`src/rtl/sort_pkg.sv`:
```
// Shared definitions for the 4-entry sequential sorter: FSM encoding,
// the compare-swap network length and the step-to-register-pair table.
package sort_pkg;

  typedef enum logic [1:0] {
    ST_IDLE   = 2'd0,
    ST_SORT   = 2'd1,
    ST_STREAM = 2'd2,
    ST_FIN    = 2'd3
  } state_e;

  localparam int         NUM_STEPS = 6;
  localparam logic [2:0] LAST_STEP = 3'(NUM_STEPS - 1);

  // Pair table, step 0 in the low bits: (0,1) (1,2) (2,3) (0,1) (1,2) (0,1)
  localparam logic [11:0] STEP_LO = {2'd0, 2'd1, 2'd0, 2'd2, 2'd1, 2'd0};
  localparam logic [11:0] STEP_HI = {2'd1, 2'd2, 2'd1, 2'd3, 2'd2, 2'd1};

  function automatic logic [1:0] pair_lo(input logic [2:0] step);
    return STEP_LO[{step, 1'b0} +: 2];
  endfunction

  function automatic logic [1:0] pair_hi(input logic [2:0] step);
    return STEP_HI[{step, 1'b0} +: 2];
  endfunction

endpackage

```
`src/rtl/sort4_seq_cmp_swap.sv`:
```
// Combinational n-bit unsigned compare-swap. LO goes to the lower register
// index, HI to the upper. Ties pass straight through so the network is stable.
// Build option: SORT_DESCEND_EN flips the order (LO receives the larger value).
module cmp_swap #(
  parameter int n = 8
) (
  input  logic [n-1:0] A,
  input  logic [n-1:0] B,
  output logic [n-1:0] LO,
  output logic [n-1:0] HI
);

  logic swap;

  // Decide whether the pair is out of order, then route accordingly.
  always_comb begin
    swap = 1'b0;
`ifdef SORT_DESCEND_EN
    swap = (A < B);
`else
    swap = (A > B);
`endif
    LO = swap ? B : A;
    HI = swap ? A : B;
  end

endmodule

```
`src/rtl/sort4_seq.sv`:
```
// Sequential 4-entry sorter: load four operands, run a 6-step compare-swap
// network one step per clock, then stream the sorted registers to the
// downstream 4:1 mux with SEL 0..3 and VALID, followed by a DONE pulse.
// Build option: SORT_DESCEND_EN selects descending order (see cmp_swap).
module sort4_seq
  import sort_pkg::*;
#(
  parameter int n = 8
) (
  input  logic         CLK,
  input  logic         RST_N,
  input  logic         START,
  input  logic [n-1:0] DIN0,
  input  logic [n-1:0] DIN1,
  input  logic [n-1:0] DIN2,
  input  logic [n-1:0] DIN3,
  output logic [n-1:0] S0,
  output logic [n-1:0] S1,
  output logic [n-1:0] S2,
  output logic [n-1:0] S3,
  output logic [1:0]   SEL,
  output logic         VALID,
  output logic         BUSY,
  output logic         DONE
);

  state_e       state_q;
  logic [2:0]   step_q;
  logic [n-1:0] s_q [4];
  logic [1:0]   sel_q;
  logic         valid_q;
  logic         busy_q;
  logic         done_q;

  logic [1:0]   lo_idx;
  logic [1:0]   hi_idx;
  logic [n-1:0] cmp_a;
  logic [n-1:0] cmp_b;
  logic [n-1:0] cmp_lo;
  logic [n-1:0] cmp_hi;

  // The single comparator is steered to the pair selected by the step index.
  assign lo_idx = pair_lo(step_q);
  assign hi_idx = pair_hi(step_q);
  assign cmp_a  = s_q[lo_idx];
  assign cmp_b  = s_q[hi_idx];

  cmp_swap #(.n(n)) u_cmp_swap (
    .A  (cmp_a),
    .B  (cmp_b),
    .LO (cmp_lo),
    .HI (cmp_hi)
  );

  // Sequencer: load, sort, stream, finish; all outputs are registered here.
  always_ff @(posedge CLK or negedge RST_N) begin
    if (!RST_N) begin
      state_q <= ST_IDLE;
      step_q  <= '0;
      for (int i = 0; i < 4; i++) s_q[i] <= '0;
      sel_q   <= '0;
      valid_q <= 1'b0;
      busy_q  <= 1'b0;
      done_q  <= 1'b0;
    end else begin
      case (state_q)
        ST_IDLE: begin
          done_q <= 1'b0;
          if (START) begin
            s_q[0]  <= DIN0;
            s_q[1]  <= DIN1;
            s_q[2]  <= DIN2;
            s_q[3]  <= DIN3;
            step_q  <= '0;
            busy_q  <= 1'b1;
            state_q <= ST_SORT;
          end
        end
        ST_SORT: begin
          s_q[lo_idx] <= cmp_lo;
          s_q[hi_idx] <= cmp_hi;
          if (step_q == LAST_STEP) begin
            step_q  <= '0;
            sel_q   <= '0;
            valid_q <= 1'b1;
            state_q <= ST_STREAM;
          end else begin
            step_q <= step_q + 3'd1;
          end
        end
        ST_STREAM: begin
          if (sel_q == 2'd3) begin
            sel_q   <= '0;
            valid_q <= 1'b0;
            done_q  <= 1'b1;
            state_q <= ST_FIN;
          end else begin
            sel_q <= sel_q + 2'd1;
          end
        end
        ST_FIN: begin
          done_q  <= 1'b0;
          busy_q  <= 1'b0;
          state_q <= ST_IDLE;
        end
        default: state_q <= ST_IDLE;
      endcase
    end
  end

  assign S0    = s_q[0];
  assign S1    = s_q[1];
  assign S2    = s_q[2];
  assign S3    = s_q[3];
  assign SEL   = sel_q;
  assign VALID = valid_q;
  assign BUSY  = busy_q;
  assign DONE  = done_q;

endmodule
```
`config.mk`:
```
export PLATFORM = sky130hd
export DESIGN_NAME = sort4_seq
export DESIGN_NICKNAME = d
export VERILOG_FILES = /design/src/rtl/sort_pkg.sv /design/src/rtl/sort4_seq_cmp_swap.sv /design/src/rtl/sort4_seq.sv
export SDC_FILE = /design/constraint.sdc
export NUM_CORES = 1
export LEC_CHECK = 0
export CORE_ASPECT_RATIO = 1.25
export CORE_MARGIN = 4
export CORE_UTILIZATION = 54
export DETAILED_ROUTE_END_ITERATION = 16
export PLACE_DENSITY = 0.87
export SKIP_CTS_REPAIR_TIMING = 1
export SLEW_MARGIN = 40
export SYNTH_ARGS = -nofsm -noshare
export SYNTH_HDL_FRONTEND = slang
export SYNTH_SLANG_ARGS = --single-unit
```
`constraint.sdc`:
```
create_clock -name CLK -period 4.84 [get_ports CLK]
set_clock_uncertainty 0.2 [all_clocks]
set_input_delay 0.484 -clock CLK [delete_from_list [all_inputs] [get_ports CLK]]
set_output_delay 0.484 -clock CLK [all_outputs]
set_load 0.01 [all_outputs]
```
== Yosys cells after proc, flatten, opt, wreduce, memory -nomap -nowiden ==
Index checks and enable logic that the tools add are counted.

* Input port bits: 35
* Output and inout bits: 37
* Bits in registers: 42
* Logic and storage cells: 76

* Eq/ne operators: 8
* Bitwise logic cells: 2
* $add $sub $neg: 2
* Order comparisons: 5
* Mux-type cells: 33
* Reduce and logical (&&, ||, !) cells: 14
* Shift-type cells: 2

{| class="wikitable"
|+ Operator list
! kind !! number
|-
| 32-bit bitwise mux || 2
|-
| 8-bit two-way mux || 8
|-
| 32-bit one-hot mux with 2 select lines || 1
|-
| 8-bit binary-select mux with 2-bit select || 2
|-
| 8-bit demux with 2-bit select || 2
|-
| 32-bit two-way mux || 1
|-
| 12-bit by 5-bit variable part select with 2-bit output (first input constant) || 2
|-
| 2-bit two-way mux || 5
|-
| 8-bit > comparator || 1
|-
| 2-bit one-hot mux with 4 select lines || 1
|-
| 2-bit AND reduction || 4
|-
| 2-bit nonzero test || 4
|-
| 2-bit equality test (second input constant) || 3
|-
| 3-bit greater-or-equal comparator (second input constant) || 2
|-
| 3-bit by 1-bit < comparator with 1-bit output (second input constant) || 2
|-
| 3-bit two-way mux || 2
|-
| 2-bit inequality test (second input constant) || 3
|-
| 2-bit NOT with 3-bit output || 2
|-
| 1-bit one-hot mux with 2 select lines || 3
|-
| 3-bit one-hot mux with 2 select lines || 1
|-
| 3-bit AND reduction || 2
|-
| 1-bit two-way mux || 4
|-
| 2-bit one-hot mux with 2 select lines || 1
|-
| 3-bit by 1-bit adder with 3-bit output (second input constant) || 1
|-
| 6 further kinds || 7
|}

== Logic depth before layout (Yosys ltp) ==
Gate-level depths: netlist (run 1).

* Word-level depth: 10
* Mapped depth: 21
* Gate-level depth less buffers: 17

== Cells and area by module ==
A second synthesis (run 1) with hierarchy kept.

* Cells, all modules: 312
* Area total of the unflattened synthesis: 3,291.9 µm²

{| class="wikitable"
|+ By module, submodules not included
! module !! area an instance (µm²) !! cells an instance !! times used
|-
| sort4_seq || 2,815.2 || 268 || 1
|-
| cmp_swap || 476.7 || 44 || 1
|}

== Worst setup path after synthesis (run 1) ==
No wires, ideal clock.

* Path type: register -> register
* Start point: register step_q[1]
* End point: register s_q (netlist bit S3[6])
* Cell stages (with the launch flop): 19
* Data required time: 4.553 ns
* Slack: 0.436 ns
* Data arrival time: 4.118 ns
* Buffers on the path: 4
* Cell sequence: dfrtp_1 > inv_1 > ha_1 > buf_4 > inv_2 > mux2i_1 > buf_4 > mux4_1 > inv_1 > ha_1 > a21o_1 > a21o_1 > a21o_1 > clkbuf_1 > or2_2 > clkbuf_2 > o22ai_2 > or3b_2 > o211ai_1

* Longest elaborated chain between the ends: 10
* Elaborated cells on any way between the ends: 26
* Those cells by class: order compare: 5; shift: 2; mux: 15; bitwise: 2; reduce/logical: 2

{| class="wikitable"
|+ Ends and longest elaborated chain
! element !! RTL line !! text
|-
| from (decl) || sort4_seq.sv:28 || <nowiki>logic [2:0] step_q;</nowiki>
|-
| from (signal assigned) || sort4_seq.sv:88 || <nowiki>step_q <= step_q + 3'd1;</nowiki>
|-
| 12-bit by 5-bit variable part select with 2-bit output (on tied branches) || sort_pkg.sv:20, sort_pkg.sv:24 ||
|-
| 2-bit NOT with 3-bit output (on tied branches) || - ||
|-
| 8-bit binary-select mux with 2-bit select (on tied branches) || sort4_seq.sv:45, sort4_seq.sv:46 ||
|-
| 8-bit two-way mux (on tied branches) (2 in series) || sort4_seq.sv:45, sort4_seq.sv:46 ||
|-
| 8-bit > comparator || sort4_seq_cmp_swap.sv:21 || <nowiki>swap = (A > B);</nowiki>
|-
| 8-bit two-way mux || sort4_seq_cmp_swap.sv:23 || <nowiki>LO = swap ? B : A;</nowiki>
|-
| 32-bit bitwise mux || sort4_seq.sv:80 || <nowiki>s_q[lo_idx] <= cmp_lo;</nowiki>
|-
| 32-bit bitwise mux * || sort4_seq.sv:81 || <nowiki>s_q[hi_idx] <= cmp_hi;</nowiki>
|-
| 32-bit one-hot mux with 2 select lines * || sort4_seq.sv:66 || <nowiki>case (state_q)</nowiki>
|-
| to (signal, indexed assignment) || sort4_seq.sv:80 ||
|-
| to (signal, indexed assignment) || sort4_seq.sv:81 ||
|-
| to (decl) || sort4_seq.sv:29 || <nowiki>logic [n-1:0] s_q [4];</nowiki>
|}

Every way passes the cells marked *; elsewhere a longest branch is shown, timed or not. The select of a mux whose other input is x is not followed.
A chain may end at the register's enable or synchronous reset.

== Final worst setup path (run 1) ==
* Start point: register step_q[1]
* End point: register s_q (netlist bit S2[4])

Same word-level chain as after synthesis.

==> results.tsv, run 1 <==
stage	metric	value	unit
global_route	grt_max_degree	58	
clock_tree	cts_tree	done	
finish	n_fill_cell	590	
finish	drive_above_1_share	0.113	
floorplanning	row_count	34	
yosys	synth_edf_count	0	
sta	report.final.slew_viol_count	0	
worst_hold_path	worstHoldPathType	in -> async	
critical_path	critical_path.slowest_cell	o31a_1	
finish	seqCellArea	1050	µm²
sta	timing.hold.ws	-42.7	ps
finish	area_growth	25.7	%
sta	worst_pin_slew	774	ps
clock_tree	tritoncts_num_sinks	42	
yosys	ys_seq_elements	42	
sta	finalCritPeriodShare	0.955	
critical_path	reg2reg_from	step_q[1]$_DFFE_PN0P_	
placement	routabilityCongestion	1.11	
sta	setup_viol	0	
finish	most-common-layout-cells	70 x clkdlybuf4s50_1, 56 x o21ai_0, 52 x nand2_1	
floorplanning	die_y	103	µm
yosys	synthFlopType	dfrtp_1	
yosys	synth_cell_type_count	58	
floorplanning	dieArea	8670	µm²
critical_path	critical_path_class	reg -> reg	
clock_tree	htreeDepth	2	
detailed_routing	num_vias	4547	
sta	rsz0062_at_grt	no	
global_route	antenna_found_initial	0	
critical_path	cp_num_buf_inv	3	
yosys	yosysWarnings	0	
finish	antenna_cells	0	
critical_path	cp-start-kind	flip-flop	
critical_path	critPathMaxFanout	18	
yosys	ys_seq_area_frac	0.269	
sta	fmax	216	MHz
critical_path	r2r_end	S2[4]$_DFFE_PN0P_	
critical_path	worstSetupStartpoint	step_q[1]$_DFFE_PN0P_	
critical_path	path_cells	inv_1 > ha_1 > buf_4 > o31a_1 > o221ai_2 > inv_1 > ha_1 > and4_1 > nand2_1 > a21o_1 > o21ai_1 > or2_2 > o22ai_2 > a221oi_1 > o21ai_0	
critical_path	reg2reg_depth	15	
critical_path	cp-end-kind	flip-flop	
critical_path	rrSetupSlack	220	ps
clock_tree	numCtsBuffers	5	
critical_path	endpoint	S2[4]$_DFFE_PN0P_	
floorplanning	core_area	7020	µm²
outcome	violations	negative hold slack	
floorplanning	ios	72	
sta	finalSetupTns	0	ps
global_route	grt_use_total	0.349	
yosys	netlist_instances	473	
yosys	syn_nets	524	
critical_path	cp.depth	15	
sta	fin_crit	4620	ps
outcome	status	complete, but fails checks	
detailed_routing	remaining_drc_errors	0	
placement	io_buffers	71	
detailed_routing	ant_nets	0	
clock_tree	cts.reportedPaths.clkPinSlew	100	ps
run	cap_violations	0	
detailed_routing	routedWlPerCell	23.7	µm
clock_tree	clk_latency	320	ps
global_route	grt_first_pass_wirelength	23.6	mm
sta	relSlewSlack	0.484	
sta	hold_violations	42	
finish	layout_commonest_cell	clkdlybuf4s50_1	
detailed_routing	first_pass_iters	7	
detailed_routing	viasPerCell	7.12	
global_route	overflow	0	
finish	nNetsFinal	599	
clock_tree	cts_buffer_depth	2	
placement	post-dp-hpwl	11.1	mm
floorplanning	fp.dieW	84.1	µm
critical_path	slowest_delay	500	ps
critical_path	crit_family	compound AO/OA/AOI/OAI gates	
critical_path	worstPathArrival	4600	ps
floorplanning	start_util	0.557	
detailed_routing	wirelength	15.1	mm
yosys	async_flop_share	1.00	
critical_path	required	4820	ps
detailed_routing	drt_iter0_markers	485	
global_route	grt_pass1_vias	4240	
clock_tree	cts_root_buffer	clkbuf_8	
finish	multiInputGateArea	2640	µm²
yosys	avgSynthCellArea	8.26	µm²
yosys	synthesis.area	3910	µm²
-- kinds of logic (layout without fill, tap and decap cells) --
kind of cell | after synthesis | after routing | synth area share
XOR/XNOR | 2 | 2 | 0.00640
adder cells (fa/ha/maj) | 17 | 17 | 0.0538
multiplexers | 34 | 34 | 0.112
AND/OR/NAND/NOR | 128 | 128 | 0.153
buffers and inverters | 47 | 123 | 0.0595
flip-flops | 42 | 42 | 0.269
AO/OA/AOI/OAI | 203 | 203 | 0.347
-- final cells by class --
type | instances | area share
clock buffer | 5 | 0.0140
clock inverter | 3 | 0.00917
inverter | 16 | 0.0122
multi-input combinational | 384 | 0.538
sequential | 42 | 0.214
tap | 90 | 0.0229
timing repair buffer | 99 | 0.190
-- stage by stage --
stage / cells / setup slack, ps / hold WS [ps] / utilization / cell area (µm²)
finish: 639 / 218 / -42.7 / 0.700 / 4910
global route: 639 / 4.06 / 8.53 / 0.700 / 4910
CTS: 639 / 146 / -17.5 / 0.699 / 4900
detailed placement: 631 / 175 / 303 / 0.682 / 4790
global placement: 631 / 323 / 287 / 0.681 / 4780
floorplan: 473 / 436 / -11.6 / - / 3910
-- worst register-to-register path, stage by stage, from the launching register on --
cell and delay (ps):
dfrtp_1 400, inv_1 100, ha_1 220, buf_4 230, o31a_1 500, o221ai_2 360, inv_1 200, ha_1 370
and4_1 240, nand2_1 80, a21o_1 160, o21ai_1 260, or2_2 410, o22ai_2 260, a221oi_1 380, o21ai_0 140
-- worst min path at each step --
stage	from	endpoint	slack (ps)
6_report	RST_N	DONE$_DFFE_PN0P_	-40
5_1_grt	RST_N	BUSY$_DFFE_PN0P_	9
3_3_place_gp	BUSY$_DFFE_PN0P_	BUSY$_DFFE_PN0P_	290
3_5_place_dp	BUSY$_DFFE_PN0P_	BUSY$_DFFE_PN0P_	300
4_1_cts	RST_N	DONE$_DFFE_PN0P_	-20
2_1_floorplan	RST_N	BUSY$_DFFE_PN0P_	-10
-- metal layers --
layer  vias up  wire [µm]  track usage  part of all wire
met5         -          0            0                 0
met4         0        765        0.173             0.051
met3        58       1560       0.0576              0.10
met2       368       6880        0.553              0.46
met1      2143       5910        0.466              0.39
li1       1978          -            -                 -
-- synthesized netlist by cell type, types with 7 or more instances --
library cell,count,area [µm²]
a21oi_1,35,175
a221oi_1,16,140
a22o_1,7,61.3
a22oi_1,21,158
a31oi_1,8,50.1
clkbuf_1,15,56.3
dfrtp_1,42,1050
ha_1,16,200
inv_1,15,56.3
mux2i_1,22,220
nand2_1,53,199
nand3_1,7,35.0
nor2_1,21,78.8
nor3_1,14,70.1
o21ai_0,57,285
o22ai_1,11,68.8
or3_1,18,113
-- sequential cells by signal, indices dropped and copies added, names as in the netlist --
name,flops
S0,8
S1,8
S2,8
S3,8
step_q,3
SEL,2
state_q,2
BUSY,1
DONE,1
VALID,1
Power of run 1 is not shown: default switching activity piles up to over one toggle a cycle in this logic, so the estimate is an artifact.
==> inputs of run 2 (changes only) <==
--- a/config.mk
+++ b/config.mk
@@ -5,6 +5,7 @@
 export SDC_FILE = /design/constraint.sdc
 export NUM_CORES = 1
 export LEC_CHECK = 0
+export ABC_CLOCK_PERIOD_IN_PS = 4840
 export CORE_ASPECT_RATIO = 1.25
 export CORE_MARGIN = 4
 export CORE_UTILIZATION = 54
==> results of run 2 <==
Final layout, timing and power as in run 1 (identical DEF).
Power of run 2 is left out for the same reason.
==> inputs of run 3 (changes only) <==
--- a/config.mk
+++ b/config.mk
@@ -10,8 +10,10 @@
 export CORE_MARGIN = 4
 export CORE_UTILIZATION = 54
 export DETAILED_ROUTE_END_ITERATION = 16
+export GPL_ROUTABILITY_DRIVEN = 1
 export PLACE_DENSITY = 0.87
 export SKIP_CTS_REPAIR_TIMING = 1
+export SKIP_LAST_GASP = 1
 export SLEW_MARGIN = 40
 export SYNTH_ARGS = -nofsm -noshare
 export SYNTH_HDL_FRONTEND = slang
==> results of run 3 <==
Final layout, timing and power as in run 1 (identical DEF).
Power of run 3 is left out for the same reason.
